### src/rtl/flash_fetch_ctrl.sv
// Instruction-fetch sequencer: reads a 16-bit instruction as two bytes (high first)
// from a byte-wide parallel flash, with WAIT_CYCLES extra cycles per byte read.
module flash_fetch_ctrl #(
  parameter int ADDR_WIDTH  = 12,
  parameter int WAIT_CYCLES = 2
) (
  input  logic                  clk,
  input  logic                  arst_n,
  input  logic                  fetch_en,
  input  logic [ADDR_WIDTH-1:0] pc,
  input  logic [7:0]            mem_data,
  output logic [ADDR_WIDTH:0]   mem_addr,
  output logic                  mem_rd_n,
  output logic [15:0]           flash_data,
  output logic                  flash_ready,
  output logic                  busy
);

  typedef enum logic [1:0] {IDLE, RD_HI, RD_LO, VALID} state_t;

  localparam logic [3:0] WAIT_LAST = 4'(WAIT_CYCLES);

  state_t                state;
  state_t                state_nxt;
  logic [ADDR_WIDTH-1:0] fetch_addr;
  logic [ADDR_WIDTH-1:0] held_addr;
  logic [7:0]            hi_byte;
  logic [3:0]            wcnt;
  logic                  valid;

  logic start_fetch;
  logic abort;
  logic byte_done;

  assign start_fetch = fetch_en && ((state == IDLE) || (pc != held_addr));
  assign abort       = ((state == RD_HI) || (state == RD_LO)) && (pc != fetch_addr);
  assign byte_done   = (wcnt == WAIT_LAST);

  always_ff @(posedge clk) begin
    if (!arst_n) state <= IDLE;
    else         state <= state_nxt;
  end

  always_comb begin
    state_nxt = state;
    case (state)
      IDLE, VALID: if (start_fetch) state_nxt = RD_HI;
      RD_HI: begin
        if (abort)          state_nxt = RD_HI;
        else if (byte_done) state_nxt = RD_LO;
      end
      RD_LO: begin
        if (abort)          state_nxt = RD_HI;
        else if (byte_done) state_nxt = VALID;
      end
      default: state_nxt = IDLE;
    endcase
  end

  always_comb begin
    busy        = (state == RD_HI) || (state == RD_LO);
    flash_ready = valid && (held_addr == pc) && (state == VALID);
  end

  // Abort outranks byte capture so a stale byte never lands in hi_byte/flash_data.
  always_ff @(posedge clk) begin
    if (!arst_n) begin
      fetch_addr <= '0;
      held_addr  <= '0;
      hi_byte    <= '0;
      wcnt       <= '0;
      valid      <= 1'b0;
      mem_addr   <= '0;
      mem_rd_n   <= 1'b1;
      flash_data <= '0;
    end else begin
      case (state)
        IDLE, VALID: begin
          if (start_fetch) begin
            fetch_addr <= pc;
            mem_addr   <= {pc, 1'b0};
            mem_rd_n   <= 1'b0;
            wcnt       <= '0;
          end else begin
            mem_rd_n   <= 1'b1;
          end
        end
        RD_HI, RD_LO: begin
          if (abort) begin
            fetch_addr <= pc;
            mem_addr   <= {pc, 1'b0};
            mem_rd_n   <= 1'b0;
            wcnt       <= '0;
          end else if (byte_done) begin
            wcnt <= '0;
            if (state == RD_HI) begin
              hi_byte  <= mem_data;
              mem_addr <= {fetch_addr, 1'b1};
            end else begin
              flash_data <= {hi_byte, mem_data};
              held_addr  <= fetch_addr;
              valid      <= 1'b1;
              mem_rd_n   <= 1'b1;
            end
          end else begin
            wcnt <= wcnt + 4'd1;
          end
        end
        default: mem_rd_n <= 1'b1;
      endcase
    end
  end

endmodule
### config.mk
export PLATFORM = sky130hd
export DESIGN_NAME = flash_fetch_ctrl
export DESIGN_NICKNAME = d
export VERILOG_FILES = /design/src/rtl/flash_fetch_ctrl.sv
export SDC_FILE = /design/constraint.sdc
export NUM_CORES = 1
export LEC_CHECK = 0
export CORE_MARGIN = 1.5
export CORE_UTILIZATION = 53
export DETAILED_ROUTE_END_ITERATION = 8
export GPL_ROUTABILITY_DRIVEN = 0
export PLACE_DENSITY_LB_ADDON = 0.12
export SLEW_MARGIN = 25
export SYNTH_ARGS = -nofsm -noshare
export SYNTH_HDL_FRONTEND = slang
export SYNTH_SLANG_ARGS = --single-unit
### constraint.sdc
create_clock -name clk -period 2.64 [get_ports clk]
set_input_delay 0.66 -clock clk [delete_from_list [all_inputs] [get_ports clk]]
set_output_delay 0.66 -clock clk [all_outputs]
set_load 0.05 [all_outputs]
==> flow_metrics.py, run 1 <==
metrics = {
    "status": {
        "status": "finished clean",
    },
    "sta": {
        "timing.hold.ws_ns": 0.452,
        "maxSlewViolCount": 0,
        "worstMarginPinSlew_ns": 0.535,
        "tns_ns": 0,
        "layout_min_cycle_time_ns": 2.55,
        "finalWorstSetupSlack_ns": 0.0855,
        "fin_skew_ns": 0.00705,
        "rsz0062_at_grt": "false",
        "setup_viol": 0,
        "max_slew_margin_pct": 64.3,
        "fmax_mhz": 391,
        "fin_crit_sh_pct": 96.8,
        "hold_viol_final": 0,
    },
    "die": {
        "dieArea_sq_mm": 0.00652,
        "die_w_microns": 80.8,
        "start_util_pct": 54.4,
        "rows": 28,
        "num_io_pins": 55,
        "core_area_sq_mm": 0.00589,
        "die_y_microns": 80.8,
    },
    "synthesis": {
        "syn_area_sq_mm": 0.00320,
        "ys_warn_count": 0,
        "ys_seq_area_share_pct": 43.1,
        "yosys.area.top_type": "dfxtp_1",
        "synth_fp_nets": 395,
        "ys_top_cells_by_area": "dfxtp_1, mux2i_1, nand2_1",
        "avgSynthCellArea_sq_um": 8.78,
        "synth_top_area_share_pct": 43.1,
        "ys_ff_latch": 69,
        "synthCells": 365,
        "ys_types": 38,
    },
    "power": {
        "p_comb_share_pct": 18.0,
        "clkPwrFrac_pct": 36.1,
        "peakVddDrop_uv": 483,
        "power.leakage_nw": 1.64,
        "p_sw_mw": 0.692,
        "swShare_pct": 28.6,
        "power_frac_seq_pct": 45.9,
        "power_density_mw_per_mm2": 565,
        "p_int_mw": 1.73,
    },
    "critical_path": {
        "cp.buffers_inverters": 3,
        "cp_data_required_time_ns": 1.98,
        "slowest_delay_ns": 0.31,
        "worst-path-stages": 6,
        "critPathMaxFanout": 3,
        "slowest_stage": "nor4_2",
        "rr_worst_depth": 7,
        "crit_path_start_kind": "input port",
        "cp_top_family": "buffers and inverters",
        "crit_path_end_kind": "output port",
        "crit_chain": "dlygate4sd2_1 > xnor2_2 > nand4_1 > nor4_2 > buf_4 > buf_12",
        "path_class": "in -> out",
        "worstPathArrival_ns": 1.89,
    },
    "detailed_routing": {
        "drtPass1Iterations": 5,
        "vias": 2860,
        "via_per_inst": 5.50,
        "drc": 0,
        "wirelength_mm": 7.94,
        "postRouteAntennaNets": 0,
        "drt-initial-drc-count": 162,
        "wire_per_inst_microns": 15.3,
    },
    "final_layout": {
        "n_antenna_cell": 0,
        "nNetsFinal": 470,
        "areaGrowthSynthToFinish_pct": 33.9,
        "utilization_pct": 72.9,
        "layout-drive-gt1-share_pct": 16.4,
    },
    "run": {
        "maxCapViolCount": 0,
    },
    "clock_network": {
        "clkTransAtPathRegs_ns": 0.07,
        "cts_buffer_depth": 2,
        "htreeDepth": 3,
        "root_buffer": "clkbuf_8",
        "tritoncts": "yes",
        "cts_sinks": 69,
        "cts-buffers-inserted": 9,
        "clk_latency_ns": 0.35,
    },
    "placed_design": {
        "dpl.hpwl_mm": 5.57,
        "numPortBuffers": 54,
        "dp_slack_ns": -0.155,
    },
    "grt": {
        "antenna_found_initial": 0,
        "grt-ovfl-total": 0,
        "grt_first_pass_wirelength_mm": 13.1,
        "grt_max_degree": 57,
        "gr-usage-all-layers_pct": 26.5,
        "grt_pass1_vias": 2718,
    },
    "worst_hold_path": {
        "hold_path_depth": 2,
        "min_path_type": "reg -> reg",
    },
}
cell type report:
class,count,area (sq um)
clock inverter,5,58.8
timing repair buffer,89,836
multi-input combinational,264,1750
tap,75,93.8
sequential,69,1380
clock buffer,11,141
inverter,7,26.3
fill,464,1600
flip-flops by register name, summed over array words and instances, names as in the netlist:
register / flops
state: 2
flash_data: 16
valid: 1
fetch_addr: 12
mem_rd_n: 1
mem_addr: 13
wcnt: 4
hi_byte: 8
held_addr: 12
cells by family (layout without fill, tap and decap cells):
kind of cell	after synthesis	in the layout	share of synthesized area, %
adder cells (fa/ha/maj)	7	7	2.73
XOR/XNOR	24	24	6.56
multiplexers	33	33	10.3
AO/OA/AOI/OAI	74	74	13.2
AND/OR/NAND/NOR	126	126	19.0
flip-flops	69	69	43.1
buffers and inverters	32	112	5.08
worst register-to-register path: cells and delay by family (launching register included):
kind                       cells  cell delay (ns)
DFF                            1             0.42
AOI/OAI and AO/OA              1             0.28
buffers and inverters          2             0.32
muxes                          1             0.20
and+or+nand+nor                2             0.60
adders and majority gates      1             0.42
cell usage in the layout (no fill, tap or decap), types with 2 or more instances in the layout:
cell type / n
ha_1: 7
nand2_1: 61
xnor2_1: 14
clkbuf_8: 10
inv_1: 6
clkdlybuf4s50_1: 39
mux2i_1: 33
o21ai_1: 2
buf_12: 4
nand2b_1: 2
and4_1: 3
nand4_1: 11
dlygate4sd2_1: 10
xnor2_2: 10
dfxtp_1: 69
o21ai_0: 29
nand3_1: 31
a21oi_1: 34
dlymetal6s2s_1: 2
nor2_1: 5
buf_4: 33
or3_1: 4
or2_2: 2
clkinvlp_4: 2
Yosys cell counts, drive strengths merged:
cell type	n
dfxtp	69
nand2	61
a21oi	35
mux2i	33
nand3	31
o21ai	31
xnor2	24
clkbuf	17
nand4	12
buf	8
ha	7
inv	6
nor2	6
or3	4
and4	3
nor4	3
a21o	2
nand2b	2
o41ai	2
or2	2
a211o	1
a41o	1
and2	1
clkinv	1
nor3b	1
o211a	1
o32ai	1
power by group through the flow:
stage / sequential, mW / clock, mW / combinational, mW
after floorplan: 1.20 / 0 / 0.212
after global placement: 1.13 / 0 / 0.426
final: 1.11 / 0.875 / 0.436
after global routing: 1.12 / 0.949 / 0.466
after CTS: 1.11 / 0.889 / 0.431
after detailed placement: 1.13 / 0 / 0.431
through the flow:
| step | total power [mW] | cell area [sq um] | instances |
|---|---|---|---|
| 2_1_floorplan | 1.41 | 3210 | 365 |
| 3_3_place_gp | 1.56 | 4010 | 502 |
| 3_5_place_dp | 1.56 | 4010 | 502 |
| 4_1_cts | 2.43 | 4240 | 520 |
| 5_1_grt | 2.53 | 4290 | 520 |
| 6_report | 2.42 | 4290 | 520 |
path summary, 6_finish.rpt:
path	start	to	slack, ns
setup / recovery	pc[0]	flash_ready	0.09
hold / removal	mem_addr[0]	mem_addr[0]	0.45
setup reg to reg	state[0]	fetch_addr[8]	0.34
hold reg to reg	mem_addr[0]	mem_addr[0]	0.45
routing by layer:
layer	wire length (microns)	GRT usage (%)
met4	107	10.5
met2	3860	43.1
met5	0	0
met3	352	5.51
met1	3620	34.5
repair_timing:
action / 4_1_cts / 5_1_grt
setup endpoints to repair: 1 / 1
resized for setup: 14 / 8
hold buffers: 0 / 0
pin swaps: 5 / 3
buffers inserted: 2 / 0
endpoints found under the hold margin: 0 / 0
No activity file was read; power rests on OpenSTA's default activity.
==> run 2, diff against run 1 <==
--- a/config.mk
+++ b/config.mk
@@ -5,6 +5,7 @@
 export SDC_FILE = /design/constraint.sdc
 export NUM_CORES = 1
 export LEC_CHECK = 0
+export CAP_MARGIN = 25
 export CORE_MARGIN = 1.5
 export CORE_UTILIZATION = 53
 export DETAILED_ROUTE_END_ITERATION = 8
==> results of run 2 <==
No change in the layout: final DEF, timing and power equal those of run 1.
==> run 3, diff against run 2 <==
--- a/config.mk
+++ b/config.mk
@@ -15,3 +15,4 @@
 export SYNTH_ARGS = -nofsm -noshare
 export SYNTH_HDL_FRONTEND = slang
 export SYNTH_SLANG_ARGS = --single-unit
+export TNS_END_PERCENT = 50
==> results of run 3 <==
No change in the layout: final DEF, timing and power equal those of run 1.
